$ cat src/rtl/mem_copy_pkg.sv
// mem_copy_pkg: shared types for the block-copy engine.
// Optional fill mode is compiled in with the MEM_COPY_FILL_EN macro.
package mem_copy_pkg;

    localparam int unsigned DEFAULT_ADDR_W = 8;
    localparam int unsigned DEFAULT_DATA_W = 8;

    typedef enum logic [1:0] {
        IDLE,
        READ,
        WRITE,
        DONE
    } mem_copy_state_t;

    // Request captured on an accepted Start; field widths follow the default widths above.
    typedef struct packed {
        logic [DEFAULT_ADDR_W-1:0] src;
        logic [DEFAULT_ADDR_W-1:0] dst;
        logic [DEFAULT_ADDR_W:0]   len;
`ifdef MEM_COPY_FILL_EN
        logic                      fill;
        logic [DEFAULT_DATA_W-1:0] fill_value;
`endif
    } mem_copy_req_t;

endpackage

$ cat src/rtl/mem_copy_engine_if.sv
// mem_copy_engine_if: request/status handshake plus the data-memory port of the copy engine.
// The Fill/FillValue request fields exist only when MEM_COPY_FILL_EN is defined.
interface mem_copy_engine_if #(
    parameter int unsigned ADDR_W = mem_copy_pkg::DEFAULT_ADDR_W,
    parameter int unsigned DATA_W = mem_copy_pkg::DEFAULT_DATA_W
);

    // Request / status
    logic              Start;
    logic [ADDR_W-1:0] SrcAddr;
    logic [ADDR_W-1:0] DstAddr;
    logic [ADDR_W:0]   Length;
`ifdef MEM_COPY_FILL_EN
    logic              Fill;
    logic [DATA_W-1:0] FillValue;
`endif
    logic              Busy;
    logic              Done;

    // Data-memory port
    logic              MemRead;
    logic              MemWrite;
    logic [ADDR_W-1:0] MemAddress;
    logic [DATA_W-1:0] MemWData;
    logic [DATA_W-1:0] MemRData;

    // Engine side
    modport master (
        input  Start, SrcAddr, DstAddr, Length,
`ifdef MEM_COPY_FILL_EN
        input  Fill, FillValue,
`endif
        output Busy, Done,
        output MemRead, MemWrite, MemAddress, MemWData,
        input  MemRData
    );

    // Requester and memory side
    modport slave (
        output Start, SrcAddr, DstAddr, Length,
`ifdef MEM_COPY_FILL_EN
        output Fill, FillValue,
`endif
        input  Busy, Done,
        input  MemRead, MemWrite, MemAddress, MemWData,
        output MemRData
    );

endinterface

$ cat src/rtl/mem_copy_engine.sv
// mem_copy_engine: ascending byte-by-byte block copy over the data-memory port, two cycles per
// byte (READ then WRITE). Defining MEM_COPY_FILL_EN adds a fill mode that writes a constant
// value at one byte per cycle without reading.
module mem_copy_engine
    import mem_copy_pkg::*;
#(
    parameter int unsigned ADDR_W = DEFAULT_ADDR_W,
    parameter int unsigned DATA_W = DEFAULT_DATA_W
) (
    input  logic               clk,
    input  logic               Reset,
    mem_copy_engine_if.master  bus
);

    mem_copy_state_t   state_q, state_d;
    logic [ADDR_W:0]   idx_q, idx_d;
    logic [DATA_W-1:0] buf_q, buf_d;
    mem_copy_req_t     req_q, req_d;

    logic [ADDR_W:0]   idx_inc;
    logic              last_byte;
    logic              fill_mode;
    logic              start_fill;
    logic [DATA_W-1:0] wr_data;

    assign idx_inc   = idx_q + (ADDR_W + 1)'(1);
    assign last_byte = (idx_inc == req_q.len);

`ifdef MEM_COPY_FILL_EN
    assign fill_mode  = req_q.fill;
    // The live Fill input picks the first state, since req_q only loads at the same edge.
    assign start_fill = bus.Fill;
    assign wr_data    = req_q.fill ? req_q.fill_value : buf_q;
`else
    assign fill_mode  = 1'b0;
    assign start_fill = 1'b0;
    assign wr_data    = buf_q;
`endif

    // State, index, byte buffer and latched request; synchronous reset abandons any copy.
    always_ff @(posedge clk) begin
        if (Reset) begin
            state_q <= IDLE;
            idx_q   <= '0;
            buf_q   <= '0;
            req_q   <= '0;
        end else begin
            state_q <= state_d;
            idx_q   <= idx_d;
            buf_q   <= buf_d;
            req_q   <= req_d;
        end
    end

    // Next-state logic: accept Start only in IDLE, alternate READ/WRITE until the last byte.
    always_comb begin
        state_d = state_q;
        idx_d   = idx_q;
        buf_d   = buf_q;
        req_d   = req_q;
        unique case (state_q)
            IDLE: begin
                if (bus.Start) begin
                    req_d.src = bus.SrcAddr;
                    req_d.dst = bus.DstAddr;
                    req_d.len = bus.Length;
`ifdef MEM_COPY_FILL_EN
                    req_d.fill       = bus.Fill;
                    req_d.fill_value = bus.FillValue;
`endif
                    idx_d = '0;
                    if (bus.Length == '0) begin
                        state_d = DONE;
                    end else if (start_fill) begin
                        state_d = WRITE;
                    end else begin
                        state_d = READ;
                    end
                end
            end
            READ: begin
                buf_d   = bus.MemRData;
                state_d = WRITE;
            end
            WRITE: begin
                idx_d = idx_inc;
                if (last_byte) begin
                    state_d = DONE;
                end else if (fill_mode) begin
                    state_d = WRITE;
                end else begin
                    state_d = READ;
                end
            end
            DONE: begin
                state_d = IDLE;
            end
            default: begin
                state_d = IDLE;
            end
        endcase
    end

    // Outputs decoded from registered state only; address sums wrap modulo 2^ADDR_W.
    always_comb begin
        bus.Busy       = 1'b0;
        bus.Done       = 1'b0;
        bus.MemRead    = 1'b0;
        bus.MemWrite   = 1'b0;
        bus.MemAddress = '0;
        bus.MemWData   = '0;
        unique case (state_q)
            READ: begin
                bus.Busy       = 1'b1;
                bus.MemRead    = 1'b1;
                bus.MemAddress = req_q.src + idx_q[ADDR_W-1:0];
            end
            WRITE: begin
                bus.Busy       = 1'b1;
                bus.MemWrite   = 1'b1;
                bus.MemAddress = req_q.dst + idx_q[ADDR_W-1:0];
                bus.MemWData   = wr_data;
            end
            DONE: begin
                bus.Done = 1'b1;
            end
            default: begin
            end
        endcase
    end

endmodule

$ cat src/flat_wrapper.sv
// flat-port wrapper written by rule: the top's interface ports become plain ports
module mem_copy_engine_flat import mem_copy_pkg::*;
#(
    parameter int unsigned ADDR_W = DEFAULT_ADDR_W,
    parameter int unsigned DATA_W = DEFAULT_DATA_W
)
  (clk, Reset, bus_Start, bus_SrcAddr, bus_DstAddr, bus_Length, bus_Busy, bus_Done, bus_MemRead, bus_MemWrite, bus_MemAddress, bus_MemWData, bus_MemRData);
  mem_copy_engine_if #(.ADDR_W(ADDR_W), .DATA_W(DATA_W)) bus_i ();
  input  logic clk;
  input  logic Reset;
  input wire logic [$bits(bus_i.Start)-1:0] bus_Start;
  input wire logic [$bits(bus_i.SrcAddr)-1:0] bus_SrcAddr;
  input wire logic [$bits(bus_i.DstAddr)-1:0] bus_DstAddr;
  input wire logic [$bits(bus_i.Length)-1:0] bus_Length;
  output wire logic [$bits(bus_i.Busy)-1:0] bus_Busy;
  output wire logic [$bits(bus_i.Done)-1:0] bus_Done;
  output wire logic [$bits(bus_i.MemRead)-1:0] bus_MemRead;
  output wire logic [$bits(bus_i.MemWrite)-1:0] bus_MemWrite;
  output wire logic [$bits(bus_i.MemAddress)-1:0] bus_MemAddress;
  output wire logic [$bits(bus_i.MemWData)-1:0] bus_MemWData;
  input wire logic [$bits(bus_i.MemRData)-1:0] bus_MemRData;
  assign bus_i.Start = bus_Start;
  assign bus_i.SrcAddr = bus_SrcAddr;
  assign bus_i.DstAddr = bus_DstAddr;
  assign bus_i.Length = bus_Length;
  assign bus_Busy = bus_i.Busy;
  assign bus_Done = bus_i.Done;
  assign bus_MemRead = bus_i.MemRead;
  assign bus_MemWrite = bus_i.MemWrite;
  assign bus_MemAddress = bus_i.MemAddress;
  assign bus_MemWData = bus_i.MemWData;
  assign bus_i.MemRData = bus_MemRData;
  mem_copy_engine #(.ADDR_W(ADDR_W), .DATA_W(DATA_W)) u_core (.clk(clk), .Reset(Reset), .bus(bus_i));
endmodule
$ cat config.mk
export PLATFORM = sky130hd
export DESIGN_NAME = mem_copy_engine_flat
export DESIGN_NICKNAME = d
export VERILOG_FILES = /design/src/rtl/mem_copy_pkg.sv /design/src/rtl/mem_copy_engine_if.sv /design/src/rtl/mem_copy_engine.sv /design/src/flat_wrapper.sv
export SDC_FILE = /design/constraint.sdc
export NUM_CORES = 1
export LEC_CHECK = 0
export CAP_MARGIN = 20
export CORE_MARGIN = 2
export CORE_UTILIZATION = 35
export CTS_CLUSTER_DIAMETER = 30
export DETAILED_ROUTE_END_ITERATION = 10
export HOLD_SLACK_MARGIN = 0.02
export PLACE_DENSITY = 0.61
export SYNTH_ARGS = -nofsm -noshare
export SYNTH_HDL_FRONTEND = slang
export SYNTH_SLANG_ARGS = --single-unit
$ cat constraint.sdc
create_clock -name clk -period 2.9 [get_ports clk]
set_input_delay 0.29 -clock clk [delete_from_list [all_inputs] [get_ports clk]]
set_output_delay 0.29 -clock clk [all_outputs]
set_load 0.03 [all_outputs]
* Yosys cells after proc, flatten, opt, wreduce, memory -nomap -nowiden
Index checks and enable logic that the tools add are counted.
** Storage, ports and cells
- Register bits :: 44
- RAM bits :: 0
- Logic and storage cells :: 32
- Latch bits :: 0
- Memories kept :: 0
- ROM bits :: 0
** Operators by class
- Shift operators :: 0
- Mux-type cells :: 12
- Reductions and logical operators :: 6
- Multiply operators :: 0
- Add/sub/neg operators :: 3
- Bitwise operators :: 0
- Equal/unequal tests :: 5
- Magnitude comparators :: 0
- Divide/modulo/power cells :: 0
** Operators with widths (count)
- 9-bit one-hot mux with 2 select lines :: 1
- 8-bit adder :: 2
- 8-bit one-hot mux with 2 select lines :: 1
- 9-bit by 1-bit adder with 9-bit output, second input constant :: 1
- 9-bit == test :: 1
- 9-bit logical NOT :: 1
- 9-bit two-way mux :: 1
- 8-bit two-way mux :: 1
- 2-bit one-hot mux with 4 select lines :: 1
- 2-bit two-way mux :: 3
- 2-bit == test, second input constant :: 2
- 1-bit two-way mux :: 4
- 2-bit AND reduction :: 2
- 2-bit by 1-bit == test with 1-bit output, second input constant :: 1
- 2-bit logical NOT :: 1
- 2-bit != test, second input constant :: 1
- 2-bit nonzero test :: 1
- 2-bit OR reduction :: 1

* Depth between registers and ports, before layout
Gate-level depths: netlist of run 1.
- Depth in word-level cells :: 4
- Gate-level depth with buffers :: 13

* Worst setup path before layout of run 1
No wires, ideal clock.
- Kind :: reg-to-output
- From :: register u_core.state_q[0]
- To :: output port bus_MemAddress[6]
- Slack :: -0.622 ns
- Cell stages (with the launch flop) :: 13
- Required time :: 2.610 ns
- Arrival :: 3.232 ns
- Path through :: dfxtp_1 > inv_1 > ha_1 > buf_2 > buf_1 > mux2_2 > ha_1 > nor2b_1 > o21ai_0 > nand2b_1 > a21o_1 > a21oi_1 > mux2i_1
** Between the ends
- Longest elaborated chain between the ends :: 2
** Ends and longest elaborated chain
- start: declaration :: line mem_copy_engine.sv:15 : mem_copy_state_t state_q, state_d;
- start signal: assignment :: line mem_copy_engine.sv:48 : state_q <= state_d;
- 2-bit == test or 2-bit by 1-bit == test with 1-bit output (tied branches) :: line mem_copy_engine.sv:112 : unique case (state_q)
- 8-bit one-hot mux with 2 select lines * :: line mem_copy_engine.sv:112
- end: declaration :: line flat_wrapper.sv:19 : output wire logic [$bits(bus_i.MemAddress)-1:0] bus_MemAddress;
Mark *: on every way between the ends. The rest lies on a longest branch, timed or not.

* Worst setup path in the final report of run 1
- From :: register u_core.state_q[0]
- To :: output port bus_MemAddress[7]
Same word-level chain as after synthesis.

==> results of run 1 <==
[metrics by stage]
step	power [mW]	hold WS [ps]	util, %	setup TNS (ps)	setup WS [ps]
4_1_cts	2.18	457	48.9	-106	-54.6
2_1_floorplan	1.39	426	-	0	19.6
5_1_grt	2.32	480	49.4	-284	-148
3_3_place_gp	1.66	444	46.0	0	170
6_report	2.18	456	49.4	-64.8	-38.6
3_5_place_dp	1.67	443	46.0	0	120
[flip-flops by register name, indices dropped and copies added, names as in the netlist]
register	flops
u_core.buf_q	8
u_core.idx_q	9
u_core.req_q	25
u_core.state_q	2
[worst reg2reg max path, cell delays in order, from the launching register on]
cell and delay (ps):
dfxtp_2 330, inv_2 70, ha_4 160, buf_4 150, buf_4 240, or4b_1 490
a2111oi_2 300, nand3_1 120, o32ai_1 290
[cell families (layout without fill, tap and decap cells)]
logic type | Yosys count | in the layout | share of synthesized area (%)
flip-flops | 44 | 44 | 35.4
XOR/XNOR | 14 | 14 | 4.93
AND/OR/NAND/NOR | 134 | 134 | 24.7
adder cells (fa/ha/maj) | 13 | 13 | 6.85
AO/OA/AOI/OAI | 66 | 66 | 16.1
buffers and inverters | 27 | 82 | 4.38
multiplexers | 18 | 18 | 7.65
[cell usage after synthesis (2+ instances only)]
cell type,number
o21ai_0,9
dfxtp_1,44
nor2b_1,4
nand3_1,8
o32ai_1,2
nand2_1,63
a32oi_1,2
a22oi_1,6
a21o_1,3
o21ai_1,2
xor2_1,2
nor3_1,5
buf_2,3
clkbuf_1,15
inv_1,7
and2_1,14
ha_1,12
a21oi_1,33
mux2i_1,10
xnor2_1,12
o211ai_1,2
mux2_2,7
nand2b_1,4
nor2_1,26
[cells in the final DEF (no fill, tap or decap), drive strengths merged, types with 3 or more instances in the layout]
master	count
a22oi	6
nand2b	4
clkdlybuf4s50	48
xnor2	12
buf	18
clkbuf	5
o21ai	11
inv	7
nor2b	4
nand2	63
ha	12
a21oi	33
nand3	8
and2	15
dfxtp	44
a21o	3
nor2	26
nor3	5
mux2i	10
mux2	8
[report_power, final]
part | total [mW] | switching, mW | internal, mW
clock network | 0.470 | 0.215 | 0.255
logic | 0.918 | 0.510 | 0.408
registers | 0.791 | 0.0747 | 0.717
[final cells by class]
cell class / count / area share [%]
flip-flops and latches: 44 / 26.2
clock buffers: 5 / 2.04
clock inverters: 3 / 1.26
repair buffers: 67 / 18.9
multi-input cells: 245 / 47.3
inverters: 7 / 0.778
well taps: 96 / 3.56
[how the worst max path moves through the flow]
| stage | from | end | slack [ps] | cells after the start |
|---|---|---|---|---|
| finish | u_core.state_q[0] | bus_MemAddress[7] | -40 | 12 |
| global route | u_core.state_q[0] | bus_MemAddress[6] | -150 | 13 |
| CTS | u_core.state_q[0] | bus_MemAddress[6] | -50 | 12 |
| detailed placement | u_core.state_q[1] | bus_MemAddress[7] | 120 | 10 |
| global placement | u_core.state_q[1] | bus_MemAddress[7] | 170 | 10 |
| floorplan | u_core.state_q[1] | bus_MemAddress[6] | 20 | 11 |
[routing by layer]
metal / vias up / routed length, um / part of all wire (%) / track usage [%]
li1: 1180 / - / - / -
met1: 1032 / 2960 / 49 / 23.8
met2: 53 / 2700 / 45 / 24.3
met3: 10 / 267 / 4.4 / 3.17
met4: 0 / 110 / 1.8 / 5.51
met5: - / 0 / 0 / 0
[timing repair]
| action | 4_1_cts | 5_1_grt |
|---|---|---|
| resized for setup | 14 | 9 |
| pin swaps | 5 | 11 |
| setup endpoints to repair | 3 | 4 |
| buffers inserted | 5 | 1 |
==> out/qor.txt, run 1 <==
CP delay by family, top = compound AO/OA/AOI/OAI gates
Area after DPL = 0.00314 mm2
flop2flop setup slack = 660 ps
Antenna Nets Post-Route = 0
number of synthesized register bits = 44
MaxCap Viol Count = 0
area leader, netlist = dfxtp_1
FFs w/ async S/R, synth = 0%
total congestion overflow = 0
post-layout instance area = 0.00338 mm2
post-DP HPWL = 4410 um
crit-path max cell delay = 340 ps
library cells used by synthesis = 45
detailed-route via count = 2275
Remaining DRCs = 0
Clock Tree Buf Depth = 2
final net count = 419
Synth Flop Type = dfxtp_1
FF+latch area = 883 um2
# diodes = 0
launching point of the worst reg2reg path = u_core.state_q[0]
Synthesized Nets = 365
Buf/Inv on CP = 4
Layout Area Growth over Synthesis = 35.9%
initial antenna violation count = 0
RSZ-0062 raised after global routing = yes
CTS Sinks = 44
startpoint types = flip-flop
Synth top area share = 35.4%
largest net degree at the start of global routing = 45
min-delay worst type = flip-flop to flip-flop
worst slew pin tran = 720 ps
Crit-path slowest cell = dfxtp_2
Lkg Pwr = 1.27 nW
H-tree lvl count = 2
P per Cell Area = 646 mW/mm2
CP max FO = 4
CP cell instances = inv_2 > ha_4 > buf_4 > mux2_4 > ha_4 > buf_6 > a21oi_4 > o21ai_2 > o41ai_2 > xnor2_1 > and2_1 > buf_6
max_slew headroom = 51.7%
root buffer cell = clkbuf_8
final period utilization = 101%
final setup vio count = 2
GPL Wtd Cong = 0.864
footprint of the multi-input gates = 0.00160 mm2
Final Hold Viols = 0
register area share after synthesis = 35.4%
failing checks = negative setup slack
Clk pin slew, worst setup/hold paths = 80 ps
cts bufs inserted = 5
syn avg cell area = 7.86 um2
Slew Viols, Final = 0
Post-Layout Cell Count = 467
core area = 0.00683 mm2
critical path required time = 2610 ps
# hold bufs at CTS = 0
Post-Syn Area = 0.00248 mm2
Mapped Cells = 316
All-Layer GR Usage = 16.4%
Layout Skew = 4.41 ps
# IOs = 56
drt first pass iters = 4
critical path arrival = 2650 ps
Post-synth EDFFs = 0
synth top area cells = dfxtp_1 (35%), nand2_1 (9.5%), a21oi_1 (6.6%), ha_1 (6.0%), xnor2_1 (4.2%)
Final WS setup = -38.6 ps
Starting DRT DRC Count = 120
number of global-route vias before repair = 2072
DR WL/cell = 12.9 um
status = complete, but fails checks
Hold Path Depth = 2
via/cell ratio = 4.87
Worst Hold Endpoint = u_core.req_q[23]
die area = 0.00779 mm2
placed insts = 454
yosys warns = 0
Chip Width = 88.3 um
fillcell total = 730
Initial Utilization = 36.4%
Clock Latency Late Sink = 300 ps
Routed WL = 6040 um
minimum clock period = 2940 ps
fmax = 340 MHz
Worst Reg2Reg Path Length in Cells = 8
port buffer count = 55
hold_sp = u_core.req_q[23]
ratio of cells with drive above 1 in the final layout = 13.7%
CTS tree = done
Reg-to-Reg End = u_core.state_q[1]
first-pass GRT wire length = 9880 um
VDD IR-drop max = 373 uV
die height = 88.3 um
CP endpoint kind = output pin
CP Class = flip-flop to output pin
Core Rows = 30
Power figures use the tool's default switching activity.
==> run 2, diff against run 1 <==
- PLACE_DENSITY: 0.61 -> 0.63
- SLEW_MARGIN: default -> 10
==> run 2 against run 1 <==
  * The flow still finishes with violations (negative setup slack)
  * Clock skew about the same
  * Critical endpoint is now bus_MemAddress[6]
  * Sequential share of layout area down 0.097 points
  * Clock-buffer cell count is the same
  * Utilization up 0.18 points
  * Maximum frequency decreased by 1.1%
  * Highest routed layer unchanged
  * Critical path type unchanged
  * Flip-flop and latch count unchanged
  * Largest cell class unchanged
==> out/qor.txt, run 2 (synthesis gave the netlist of run 1 again) <==
Buf/Inv on CP = 3 (-1)
final net count = 420 (+0.24%)
CP max FO = 5 (+1)
Core Rows = 30 (unchanged)
CTS tree = done
Layout Skew = 4.35 ps (-0.0635 ps)
# IOs = 56 (unchanged)
Lkg Pwr = 1.26 nW (-0.45%)
Fin Setup TNS = -88.1 ps (-23.3 ps)
port buffer count = 55 (unchanged)
GPL Wtd Cong = 0.838 (-3.0%)
Remaining DRCs = 0 (unchanged)
Chip Width = 88.3 um (unchanged)
detailed-route via count = 2317 (+1.8%)
first-pass GRT wire length = 10300 um (+3.8%)
Worst Hold Slack = 455 ps (-1.55 ps)
Worst Reg2Reg Path Length in Cells = 8 (unchanged)
die area = 0.00779 mm2 (unchanged)
largest net degree at the start of global routing = 45 (unchanged)
failing checks = negative setup slack
# hold bufs at CTS = 0 (unchanged)
max_slew headroom = 46.4% (-5.3 points)
Final WS setup = -71.9 ps (-33.3 ps)
All-Layer GR Usage = 16.8% (+0.48 points)
drt first pass iters = 4 (unchanged)
Final Hold Viols = 0 (unchanged)
# diodes = 0 (unchanged)
Clock Tree Buf Depth = 2 (unchanged)
most common cell after layout, fill and taps aside = nand2_1
ratio of cells with drive above 1 in the final layout = 14.2% (+0.50 points)
CP cell instances = inv_2 > ha_4 > mux2_4 > ha_4 > inv_2 > fa_2 > nor2b_2 > o21ai_1 > nand2b_1 > a21o_1 > a21oi_2 > mux2i_4 > buf_6
min-delay worst type = flip-flop to flip-flop
critical path required time = 2610 ps (about the same)
Layout Area Growth over Synthesis = 36.4%
final period utilization = 102% (+1.1 points)
Starting DRT DRC Count = 157 (+31%)
hold_sp = u_core.req_q[22]
post-layout instance area = 0.00339 mm2 (+0.37%)
Worst Hold Endpoint = u_core.req_q[22]
number of global-route vias before repair = 2175 (+5.0%)
total congestion overflow = 0 (unchanged)
H-tree lvl count = 2 (unchanged)
DR WL/cell = 13.4 um (+3.3%)
max FFs per register = 25 (unchanged)
final setup vio count = 2 (unchanged)
largest registers = u_core.req_q x25, u_core.idx_q x9, u_core.buf_q x8
worst slew pin tran = 804 ps (+83.7 ps)
RSZ-0062 raised after global routing = yes
MaxCap Viol Count = 0 (unchanged)
Crit-path slowest cell = dfxtp_2
root buffer cell = clkbuf_8
flop2flop setup slack = 580 ps (-80 ps)
crit-path max cell delay = 330 ps (about the same)
Routed WL = 6250 um (+3.5%)
commonest non-fill, non-tap cells in the layout = nand2_1 (63), clkdlybuf4s50_1 (48), dfxtp_1 (42), a21oi_1 (31), nor2_1 (26)
Clk pin slew, worst setup/hold paths = 80 ps (about the same)
die height = 88.3 um (unchanged)
Hold Path Depth = 2 (unchanged)
Clock Latency Late Sink = 300 ps (about the same)
startpoint types = flip-flop
Reg with most FFs = u_core.req_q
status = complete, but fails checks
CP delay by family, top = multiplexers
Area after DPL = 0.00313 mm2 (-0.24%)
initial antenna violation count = 0 (unchanged)
launching point of the worst reg2reg path = u_core.state_q[0]
Reg-to-Reg End = u_core.state_q[1]
Slew Viols, Final = 0 (unchanged)
Antenna Nets Post-Route = 0 (unchanged)
P per Cell Area = 645 mW/mm2 (about the same)
CP endpoint kind = output pin
cts bufs inserted = 5 (unchanged)
Initial Utilization = 36.4% (unchanged)
via/cell ratio = 4.95 (+1.6%)
CP Class = flip-flop to output pin
fmax = 336 MHz (-1.1%)
CTS Sinks = 44 (unchanged)
VDD IR-drop max = 271 uV (-27%)
critical path arrival = 2680 ps (+30 ps)
post-DP HPWL = 4520 um (+2.5%)
core area = 0.00683 mm2 (unchanged)
minimum clock period = 2970 ps (+33.3 ps)
run 2: worst max path at each step:
stage / from / endpoint / slack, ps / cells after the start
floorplan: u_core.state_q[1] / bus_MemAddress[6] / 20 / 11
global placement: u_core.state_q[1] / bus_MemAddress[7] / 160 / 10
detailed placement: u_core.state_q[0] / bus_MemAddress[7] / 80 / 11
CTS: u_core.state_q[0] / bus_MemAddress[6] / -90 / 11
global route: u_core.state_q[0] / bus_MemAddress[6] / -200 / 13
finish: u_core.state_q[0] / bus_MemAddress[6] / -70 / 13
run 2: power breakdown:
part	internal (mW)	leakage, nW	switching, mW
clock network	0.255	0.0541	0.217
registers	0.717	0.360	0.0768
logic	0.409	0.850	0.512
run 2: routing by layer:
metal / GRT usage [%] / wire (um) / vias to the layer above
li1: - / - / 1186
met1: 23.9 / 2880 / 1063
met2: 25.6 / 2960 / 58
met3: 3.08 / 294 / 10
met4: 6.20 / 124 / 0
met5: 0 / 0 / -
run 2: metrics by stage:
step                std cells  power [mW]  worst slack [ps]  utilization, %
floorplan                 316        1.39              19.6               -
global placement          453        1.65               162            45.8
detailed placement        453        1.67              77.9            45.8
CTS                       465        2.17             -89.3            48.5
global route              468        2.33              -202            49.6
finish                    468        2.19             -71.9            49.6
run 2: worst reg2reg max path: stages, from the launching register on:
cell and delay [ps]:
dfxtp_2 340, inv_2 50, buf_4 120, buf_4 130, ha_1 300, or4b_1 590, a2111oi_2 290, nand3_1 130
o32ai_1 270
run 2: area by class of cell:
cell class / instances / area (um2)
sequential: 44 / 883
timing repair buffer: 68 / 647
multi-input combinational: 245 / 1600
clock inverter: 3 / 42.5
clock buffer: 5 / 68.8
fill: 686 / 3440
tap: 96 / 120
inverter: 7 / 26.3
run 2: timing repair:
item                       CTS  global route
buffers inserted             4             4
setup endpoints to repair    4             4
resized for setup           11            10
pin swaps                    3            11
==> run 3, diff against run 2 <==
- DONT_BUFFER_PORTS: default -> 1
- PLACE_DENSITY: 0.63 -> 0.53
==> run 3 against run 2 <==
  * The run now ends clean
  * Combinational power fell by 14%
  * Global-route usage decreased by 0.78 points
  * Sequential share of layout area up 4.6 points
  * First-iteration DRC count is 24% lower
  * Routed wire length is 7.6% lower
  * Clock-buffer cell count increased by 1
  * Final area down 15%
  * Critical path type unchanged
  * Critical endpoint unchanged
==> out/qor.txt, run 3 (synthesis gave the netlist of run 1 again) <==
CP Class = flip-flop to output pin
Int Pwr = 1.23 mW (-11%)
# diodes = 0 (unchanged)
CTS Sinks = 44 (unchanged)
number of global-route vias before repair = 1995 (-8.3%)
port buffer count = 0 (-100%)
H-tree lvl count = 2 (unchanged)
final net count = 367 (-13%)
Chip Width = 88.3 um (unchanged)
launching point of the worst reg2reg path = u_core.state_q[0]
initial antenna violation count = 0 (unchanged)
die height = 88.3 um (unchanged)
first-pass GRT wire length = 9750 um (-4.9%)
total chip power = 2.00 mW (-8.5%)
DR WL/cell = 13.9 um (+4.2%)
ratio of cells with drive above 1 in the final layout = 16.3% (+2.1 points)
Slew Viols, Final = 0 (unchanged)
All-Layer GR Usage = 16.1% (-0.78 points)
# hold bufs at CTS = 0 (unchanged)
minimum clock period = 2880 ps (-87.8 ps)
final setup vio count = 0 (-2)
Clk pin slew, worst setup/hold paths = 90 ps (about the same)
total congestion overflow = 0 (unchanged)
largest registers = u_core.req_q x25, u_core.idx_q x9, u_core.buf_q x8
drt first pass iters = 4 (unchanged)
Clock Tree Buf Depth = 2 (unchanged)
CP endpoint kind = output pin
min-delay worst type = input port to flip-flop
P per Cell Area = 694 mW/mm2 (+7.5%)
Antenna Nets Post-Route = 0 (unchanged)
hold_sp = Reset
Reg-to-Reg End = u_core.state_q[1]
die area = 0.00779 mm2 (unchanged)
Combinational Power Share = 39.9% (-2.2 points)
Hold Path Depth = 1 (-1)
Initial Utilization = 36.4% (unchanged)
max_slew headroom = 53.7% (+7.3 points)
CTS tree = done
Worst Hold Endpoint = u_core.req_q[21]
Final Hold Viols = 0 (unchanged)
core area = 0.00683 mm2 (unchanged)
Net Sw Power = 0.774 mW (-3.9%)
root buffer cell = clkbuf_8
via/cell ratio = 5.08 (+2.6%)
final core utilization = 42.2% (-7.4 points)
GPL Wtd Cong = 0.829 (-1.1%)
critical path required time = 2610 ps (about the same)
largest net degree at the start of global routing = 46 (+2.2%)
RSZ-0062 raised after global routing = yes
Layout Area Growth over Synthesis = 16.0%
Reg with most FFs = u_core.req_q
CP max FO = 4 (-1)
clock group share of total power = 20.4% (-1.2 points)
VDD IR-drop max = 360 uV (+33%)
Routed WL = 5780 um (-7.6%)
Starting DRT DRC Count = 120 (-24%)
Layout Skew = 4.92 ps (+0.568 ps)
Core Rows = 30 (unchanged)
startpoint types = flip-flop
Post-Layout Cell Count = 415 (-11%)
detailed-route via count = 2107 (-9.1%)
worst slew pin tran = 689 ps (-115 ps)
status = completed
MaxCap Viol Count = 0 (unchanged)
Clock Latency Late Sink = 300 ps (about the same)
switching share of power = 38.7% (+1.9 points)
critical path arrival = 2590 ps (-90 ps)
max FFs per register = 25 (unchanged)
Worst Reg2Reg Path Length in Cells = 8 (unchanged)
placed insts = 401 (-11%)
cts bufs inserted = 5 (unchanged)
Sequential Power Share = 39.7% (+3.4 points)
fmax = 347 MHz (+3.0%)
flop2flop setup slack = 580 ps (about the same)
commonest non-fill, non-tap cells in the layout = nand2_1 (63), dfxtp_1 (42), a21oi_1 (31), nor2_1 (26), buf_4 (13)
post-DP HPWL = 4270 um (-5.5%)
final period utilization = 99.5% (-3.0 points)
Remaining DRCs = 0 (unchanged)
# IOs = 56 (unchanged)
most common cell after layout, fill and taps aside = nand2_1
Lkg Pwr = 1.04 nW (-18%)
==> run 3: cell types whose count changed in the layout (fill, tap and decap cells not counted), moves of 2 or more <==
cell,delta
and2_1,-2
buf_12,+2
buf_4,-2
buf_6,-4
clkdlybuf4s50_1,-48
==> run 3: how the worst max path moves through the flow <==
stage	from	to	slack [ps]	cells after the start
2_1_floorplan	u_core.state_q[1]	bus_MemAddress[6]	20	11
3_3_place_gp	u_core.state_q[1]	bus_MemAddress[7]	120	10
3_5_place_dp	u_core.state_q[1]	bus_MemAddress[7]	80	10
4_1_cts	u_core.state_q[0]	bus_MemAddress[6]	-20	12
5_1_grt	u_core.state_q[0]	bus_MemAddress[6]	-130	12
6_report	u_core.state_q[0]	bus_MemAddress[6]	20	12
==> run 3: routing by layer <==
layer  wire length (um)  GRT usage, %  vias up
li1                   -             -     1079
met3                297          4.10        9
met5                  0             0        -
met2               2500          23.7       51
met1               2890          22.9      968
met4                 93          5.23        0
==> run 3: critical path, stage by stage (launching register included) <==
cell and delay (ps):
dfxtp_2 340, inv_2 50, ha_4 170, mux2_4 310, ha_4 160, inv_2 40
fa_2 190, nor2b_2 50, o21ai_1 120, nand2b_1 100, a21o_1 200, a21oi_2 190
mux2i_4 380
==> run 3: area by class of cell <==
class	count	area (um2)
well taps	96	120
fillers	738	3950
inverters	7	26.3
clock inverters	2	15.0
flip-flops and latches	44	883
clock buffers	6	82.6
repair buffers	15	138
multi-input cells	245	1620
==> run 3: repair_timing <==
action | in CTS | in global routing
gates resized for setup | 16 | 3
endpoints found under the setup margin | 3 | 4
endpoints found under the hold margin | 0 | 0
pin swaps | 10 | 5
buffers inserted | 5 | 1
==> run 3: stage by stage <==
stage	cell area, um2	setup WS [ps]	TNS [ps]	hold slack, ps
floorplan	2520	19.6	0	426
global placement	2640	118	0	363
detailed placement	2640	82.0	0	365
CTS	2850	-24.1	-46.9	42.3
global route	2880	-134	-222	27.8
finish	2880	15.9	0	48.2
==> run 3: power by group through the flow <==
| stage | sequential (mW) | combinational [mW] | clock [mW] |
|---|---|---|---|
| 2_1_floorplan | 0.782 | 0.610 | 0 |
| 3_3_place_gp | 0.804 | 0.747 | 0 |
| 3_5_place_dp | 0.806 | 0.758 | 0 |
| 4_1_cts | 0.794 | 0.800 | 0.420 |
| 5_1_grt | 0.810 | 0.897 | 0.447 |
| 6_report | 0.794 | 0.797 | 0.409 |
